File: src/rtl/oled_pixel_streamer_pkg.sv
// Shared constants for the SSD1331 PmodOLED streamer: panel geometry, power-up
// command list and the top-level sequencing states.
package oled_pkg;

  localparam int WIDTH      = 96;
  localparam int HEIGHT     = 64;
  localparam int NUM_PIXELS = WIDTH * HEIGHT;
  localparam int INIT_LEN   = 10;

  localparam logic [7:0] INIT_ROM [INIT_LEN] = '{
    8'hAE, 8'hA0, 8'h72, 8'h15, 8'h00, 8'h5F, 8'h75, 8'h00, 8'h3F, 8'hAF
  };

  typedef enum logic [2:0] {
    ST_PWR_RST,
    ST_PWR_WAIT,
    ST_VCC_WAIT,
    ST_INIT,
    ST_FRAME,
    ST_FETCH,
    ST_SEND_HI,
    ST_SEND_LO
  } state_t;

  function automatic logic [7:0] init_byte(input logic [3:0] idx);
    return (int'(idx) < INIT_LEN) ? INIT_ROM[idx] : 8'h00;
  endfunction

endpackage

File: src/rtl/oled_pixel_streamer_spi_byte_tx.sv
// SPI byte serialiser: MSB first, sclk idles high, 16 cycles with cs low plus
// one cs-high gap cycle. A new start is accepted while idle or in the gap.
module spi_byte_tx (
  input  logic       clk,
  input  logic       rst,
  input  logic       start,
  input  logic [7:0] tx_byte,
  input  logic       dc,
  output logic       busy,
  output logic       done,
  output logic       cs,
  output logic       sclk,
  output logic       sdin,
  output logic       d_cn
);

  localparam logic [4:0] GAP = 5'd16;

  logic       active;
  logic [4:0] phase;
  logic [4:0] phase_nx;
  logic [7:0] shreg;

  assign phase_nx = phase + 5'd1;
  assign busy     = active;
  assign done     = active && (phase == GAP);

  always_ff @(posedge clk or posedge rst) begin
    if (rst) begin
      active <= 1'b0;
      phase  <= '0;
      shreg  <= '0;
      cs     <= 1'b1;
      sclk   <= 1'b1;
      sdin   <= 1'b0;
      d_cn   <= 1'b0;
    end else if (start && (!active || phase == GAP)) begin
      active <= 1'b1;
      phase  <= '0;
      shreg  <= {tx_byte[6:0], 1'b0};
      cs     <= 1'b0;
      sclk   <= 1'b0;
      sdin   <= tx_byte[7];
      d_cn   <= dc;
    end else if (active) begin
      if (phase == GAP) begin
        active <= 1'b0;
      end else begin
        phase <= phase_nx;
        // even phases present a new bit with sclk low, odd phases raise sclk
        if (phase_nx == GAP) begin
          cs   <= 1'b1;
          sclk <= 1'b1;
        end else if (phase_nx[0]) begin
          sclk <= 1'b1;
        end else begin
          sclk  <= 1'b0;
          sdin  <= shreg[7];
          shreg <= {shreg[6:0], 1'b0};
        end
      end
    end
  end

endmodule

File: src/rtl/oled_pixel_streamer.sv
// SSD1331 display-side streamer: power sequencing, init command list, then a
// continuous raster scan requesting RGB565 pixels and shifting them out over SPI.
module oled_pixel_streamer
  import oled_pkg::*;
#(
  parameter int RST_CYCLES   = 20,
  parameter int VCC_CYCLES   = 625000,
  parameter int FRAME_PIXELS = oled_pkg::NUM_PIXELS
) (
  input  logic        CLK,
  input  logic        reset,
  input  logic [15:0] pixel_data,
  output logic [12:0] pixel_index,
  output logic        sample_pixel,
  output logic        frame_begin,
  output logic        sending_pixels,
  output logic        cs,
  output logic        sdin,
  output logic        sclk,
  output logic        d_cn,
  output logic        resn,
  output logic        vccen,
  output logic        pmoden
);

  localparam logic [12:0] LAST_INDEX = 13'(FRAME_PIXELS - 1);

  state_t      state;
  logic [19:0] cnt;
  logic [3:0]  init_idx;
  logic        fetch_wait;
  logic [7:0]  lo_latch;

  logic        tx_start;
  logic [7:0]  tx_byte;
  logic        tx_dc;
  logic        tx_busy;
  logic        tx_done;

  // The high byte launches on the same edge pixel_data is captured, so it is
  // taken straight from the input; only the low byte needs holding.
  always_comb begin
    tx_start = 1'b0;
    tx_byte  = 8'h00;
    tx_dc    = 1'b0;
    case (state)
      ST_VCC_WAIT: begin
        tx_start = (cnt == '0) && !tx_busy;
        tx_byte  = init_byte(4'd0);
      end
      ST_INIT: begin
        tx_start = tx_done && (init_idx < 4'(INIT_LEN));
        tx_byte  = init_byte(init_idx);
      end
      ST_FETCH: begin
        tx_start = fetch_wait;
        tx_byte  = pixel_data[15:8];
        tx_dc    = 1'b1;
      end
      ST_SEND_HI: begin
        tx_start = tx_done;
        tx_byte  = lo_latch;
        tx_dc    = 1'b1;
      end
      default: ;
    endcase
  end

  always_ff @(posedge CLK or posedge reset) begin
    if (reset) begin
      state          <= ST_PWR_RST;
      cnt            <= 20'(RST_CYCLES);
      init_idx       <= '0;
      fetch_wait     <= 1'b0;
      lo_latch       <= '0;
      pixel_index    <= '0;
      sample_pixel   <= 1'b0;
      frame_begin    <= 1'b0;
      sending_pixels <= 1'b0;
      resn           <= 1'b0;
      vccen          <= 1'b0;
      pmoden         <= 1'b0;
    end else begin
      pmoden       <= 1'b1;
      sample_pixel <= 1'b0;
      frame_begin  <= 1'b0;
      case (state)
        ST_PWR_RST: begin
          if (cnt == '0) begin
            resn  <= 1'b1;
            cnt   <= 20'(VCC_CYCLES - 1);
            state <= ST_PWR_WAIT;
          end else begin
            cnt <= cnt - 20'd1;
          end
        end
        ST_PWR_WAIT: begin
          if (cnt == '0) begin
            vccen <= 1'b1;
            cnt   <= 20'(VCC_CYCLES - 1);
            state <= ST_VCC_WAIT;
          end else begin
            cnt <= cnt - 20'd1;
          end
        end
        ST_VCC_WAIT: begin
          // first init byte is launched on this same edge by tx_start
          if (cnt == '0) begin
            init_idx <= 4'd1;
            state    <= ST_INIT;
          end else begin
            cnt <= cnt - 20'd1;
          end
        end
        ST_INIT: begin
          if (tx_done) begin
            if (init_idx == 4'(INIT_LEN)) begin
              state          <= ST_FRAME;
              pixel_index    <= '0;
              frame_begin    <= 1'b1;
              sending_pixels <= 1'b0;
            end else begin
              init_idx <= init_idx + 4'd1;
            end
          end
        end
        ST_FRAME: begin
          state          <= ST_FETCH;
          sample_pixel   <= 1'b1;
          sending_pixels <= 1'b1;
          fetch_wait     <= 1'b0;
        end
        ST_FETCH: begin
          if (!fetch_wait) begin
            fetch_wait <= 1'b1;
          end else begin
            lo_latch <= pixel_data[7:0];
            state    <= ST_SEND_HI;
          end
        end
        ST_SEND_HI: begin
          if (tx_done) state <= ST_SEND_LO;
        end
        ST_SEND_LO: begin
          if (tx_done) begin
            if (pixel_index == LAST_INDEX) begin
              state          <= ST_FRAME;
              pixel_index    <= '0;
              frame_begin    <= 1'b1;
              sending_pixels <= 1'b0;
            end else begin
              state        <= ST_FETCH;
              pixel_index  <= pixel_index + 13'd1;
              sample_pixel <= 1'b1;
              fetch_wait   <= 1'b0;
            end
          end
        end
        default: state <= ST_PWR_RST;
      endcase
    end
  end

  spi_byte_tx u_tx (
    .clk     (CLK),
    .rst     (reset),
    .start   (tx_start),
    .tx_byte (tx_byte),
    .dc      (tx_dc),
    .busy    (tx_busy),
    .done    (tx_done),
    .cs      (cs),
    .sclk    (sclk),
    .sdin    (sdin),
    .d_cn    (d_cn)
  );

endmodule

File: config.mk
export PLATFORM = sky130hd
export DESIGN_NAME = oled_pixel_streamer
export DESIGN_NICKNAME = d
export VERILOG_FILES = /design/src/rtl/oled_pixel_streamer_pkg.sv /design/src/rtl/oled_pixel_streamer_spi_byte_tx.sv /design/src/rtl/oled_pixel_streamer.sv
export SDC_FILE = /design/constraint.sdc
export NUM_CORES = 1
export LEC_CHECK = 0
export BUFFER_PORTS_ARGS = -buffer_cell sky130_fd_sc_hd__buf_2
export CAP_MARGIN = 20
export CORE_AREA = 8 8 134 105
export CTS_CLUSTER_DIAMETER = 30
export DETAILED_ROUTE_END_ITERATION = 8
export DIE_AREA = 0 0 142 113
export SYNTH_ARGS = -nofsm -noshare
export SYNTH_HDL_FRONTEND = slang
export SYNTH_SLANG_ARGS = --single-unit
File: constraint.sdc
create_clock -name CLK -period 2.7 [get_ports CLK]
set_clock_uncertainty 0.2 [all_clocks]
set_input_delay 0.81 -clock CLK [delete_from_list [all_inputs] [get_ports CLK]]
set_output_delay 0.81 -clock CLK [all_outputs]
set_load 0.01 [all_outputs]
==> results.yml <==
setup_path:
  setup.worst_path.class: "reg -> reg"
  crit_slowest_cell: "or4_4"
  cp.arrival_ns: 2.63
  worstRegToRegCells: 5
  cp_cell_sequence: "or4_4 > nor4_4 > a21oi_2 > a211o_1 > mux2_4"
  critPathMaxStageDelay_ns: 0.60
  required_ns: 2.72
  crit_path_end_kind: "register"
  critical_path.startpoint_type: "register"
  cp_max_fo: 7
final_layout:
  seq_area_um2: 1810
  syn_to_final_growth_pct: 18.8
  fillers: 1193
  multi_input_area_um2: 2250
  stdcell_area_um2: 4990
  num_antenna_cells: 0
  nets: 527
  layout-drive-gt1-share_pct: 23.2
cts:
  cts.clk_slew.worst_paths_ns: 0.06
  cts_buffers: 9
  clockBufferDepth: 2
  clk_latency_ns: 0.34
  hold_buffers: 0
  cts_htree_levels: 3
  cts-root-buf: "clkbuf_16"
  cts_setup_buffers: 0
  cts_tree: "done"
  clock-sinks: 72
placed_design:
  dp_hpwl_mm: 7.58
  io_buffers: 40
  place_area_um2: 4690
  gp_congestion: 0.862
synth:
  synth_area_um2: 4200
  synth_fa_ha_area_share_pct: 4.17
  synth_top_family_by_area: "simple AND/OR/NAND/NOR gates"
  syn_inst: 445
  ys_warn_count: 0
  async_flop_share_pct: 100
  yosysUniqueCellTypes: 71
  synth_fp_nets: 477
  synth_flop_cell: "dfrtp_1"
  synth_compound_area_share_pct: 19.6
  synth_edf_count: 0
  ys_seq_elements: 72
  synth-xor-area-share_pct: 1.25
  synthSimpleGateAreaFrac_pct: 20.7
  synth.area.mux_share_pct: 6.94
  seq_area_frac_synth_pct: 43.0
  syn_area_per_cell_um2: 9.43
power:
  p_leak_nw: 2.20
  power.density_nw_per_um2: 449
  ir_drop_uv: 272
timing:
  period_share_pct: 96.4
  fmax_ghz: 0.384
  finalSetupTns_ns: 0
  slew_viol_final: 0
  post-route-min-period_ns: 2.60
  rsz0062_at_grt: "false"
  worst_pin_slew_ns: 0.579
  slew_headroom_pct: 61.0
  finalHoldViolCount: 0
  setup_viol_count_final: 0
outcome:
  outcome: "finished clean"
global_routing:
  grt_pass1_wl_mm: 17.5
  overflow: 0
  antenna_found_initial: 0
  grt_pass1_vias: 3501
  grt_start_max_net_pins: 42
  gr-usage-all-layers_pct: 13.6
floorplan:
  rows: 35
  start_util_pct: 35.1
  coreArea_um2: 12000
  die-area_um2: 16000
  ioPinCount: 41
  fp.dieW_um: 142
  die_y_um: 113
route:
  drc_errors: 0
  avgRoutedWirePerCell_um: 15.4
  dr.pass1.iters: 5
  antenna_left: 0
  drt_wl_total_mm: 10.3
  vias: 3509
  first_iter_violations: 252
  viasPerCell: 5.28
job:
  cap_violations: 0
hold_path:
  min_path_type: "in -> async"
[report_power, final]
part / total [W] / switching (W) / internal (W)
clock: 0.00110 / 0.000441 / 0.000659
combinational: 0.0000495 / 0.0000286 / 0.0000209
sequential: 0.00109 / 0.00000327 / 0.00109
[stage by stage]
| stage | utilization, % | hold slack, ns | worst slack, ns | power, W | std cells |
|---|---|---|---|---|---|
| 2_1_floorplan | - | 0.251 | 0.234 | 0.00113 | 445 |
| 3_3_place_gp | 39.2 | 0.242 | 0.0881 | 0.00116 | 650 |
| 3_5_place_dp | 39.2 | 0.241 | 0.0638 | 0.00116 | 650 |
| 4_1_cts | 41.5 | 0.188 | 0.0602 | 0.00228 | 665 |
| 5_1_grt | 41.7 | 0.194 | 0.000439 | 0.00232 | 665 |
| 6_report | 41.7 | 0.194 | 0.0972 | 0.00224 | 665 |
[area by class of cell]
class	count	area share [%]
Multi-Input combinational cell	330	45.0
Sequential cell	72	36.2
Timing Repair Buffer	58	7.22
Clock buffer	11	5.07
Tap cell	166	4.16
Inverter	24	1.88
Clock inverter	4	0.401
[registers in the layout (all words and copies together), names as in the netlist, 3 cells and up]
register and flops:
cnt 20, init_idx 4, pixel_index 13, u_tx.phase 5, lo_latch 8, state 3
u_tx.shreg 7
[layer usage]
metal  vias up  track usage [%]  routed length, um
met5         -                0                  0
met4         0             5.42                186
met3        17             3.62                483
met2        61             20.2               4550
met1      1697             18.2               5050
li1       1734                -                  -
[placed cells by master (no fill, tap or decap), types with 5 or more instances in the layout]
cell type / instances
a21oi_1: 21
a22o_1: 6
and2_1: 6
and3_1: 5
buf_2: 40
buf_4: 16
clkbuf_16: 9
dfrtp_1: 68
ha_1: 11
inv_1: 23
mux2_2: 13
mux2i_1: 10
nand2_1: 40
nand2b_1: 5
nand3_1: 16
nor2_1: 32
nor2b_1: 5
nor3_1: 11
nor4_1: 5
o21ai_0: 39
o221ai_1: 7
or3_1: 5
or4_1: 6
[final timing paths]
check	from	endpoint	slack, ns
setup / recovery	cnt[9]$_DFFE_PP0P_	state[1]$_DFFE_PP0P_	0.1
hold / removal	reset	lo_latch[7]$_DFFE_PP0P_	0.19
setup reg to reg	cnt[9]$_DFFE_PP0P_	state[1]$_DFFE_PP0P_	0.1
min in group CLK	vccen$_DFFE_PP0P_	vccen$_DFFE_PP0P_	0.26
hold reg to reg	vccen$_DFFE_PP0P_	vccen$_DFFE_PP0P_	0.26
max in group asynchronous	reset	cnt[4]$_DFFE_PP1P_	1.59
[cells by family (layout without fill, tap and decap cells)]
| logic type | after synthesis | count (layout) |
|---|---|---|
| multiplexers | 26 | 26 |
| adder cells (fa/ha/maj) | 14 | 14 |
| flip-flops | 72 | 72 |
| AND/OR/NAND/NOR | 161 | 161 |
| AO/OA/AOI/OAI | 122 | 122 |
| XOR/XNOR | 6 | 6 |
| other | 1 | 1 |
| buffers and inverters | 43 | 97 |
[cells in the mapped netlist (all sizes together) (3+ instances only)]
library cell | number | area, um2
mux2i | 10 | 100
nor2b | 5 | 31.3
nand4 | 4 | 25.0
nand3 | 16 | 80.1
a22o | 6 | 52.6
nor4 | 8 | 77.6
and3 | 5 | 31.3
o221ai | 7 | 61.3
nor2 | 33 | 126
or4 | 8 | 67.6
o22ai | 4 | 25.0
or3 | 5 | 31.3
ha | 14 | 175
nand2 | 41 | 156
xor2 | 4 | 35.0
or2 | 4 | 25.0
a311o | 3 | 30.0
nand2b | 5 | 31.3
buf | 4 | 26.3
a21o | 4 | 30.0
dfstp | 4 | 105
inv | 24 | 90.1
clkbuf | 15 | 56.3
dfrtp | 68 | 1700
a31oi | 3 | 18.8
a21oi | 23 | 123
o31ai | 3 | 22.5
o21ai | 41 | 205
a22oi | 3 | 22.5
and2 | 6 | 37.5
nor3 | 12 | 65.1
mux2 | 16 | 191
[critical path, delay by kind of cell (launching register included)]
family | cells | cell delay [ns]
multiplexers | 1 | 0.31
AO/OA/AOI/OAI | 2 | 0.56
flip-flops | 1 | 0.42
AND/OR/NAND/NOR | 2 | 1.00
[what timing repair did]
action / in CTS / in global routing
resized for setup: 0 / 7
endpoints found under the hold margin: 0 / 0
endpoints found under the setup margin: 0 / 21
Power figures use the tool's default switching activity.
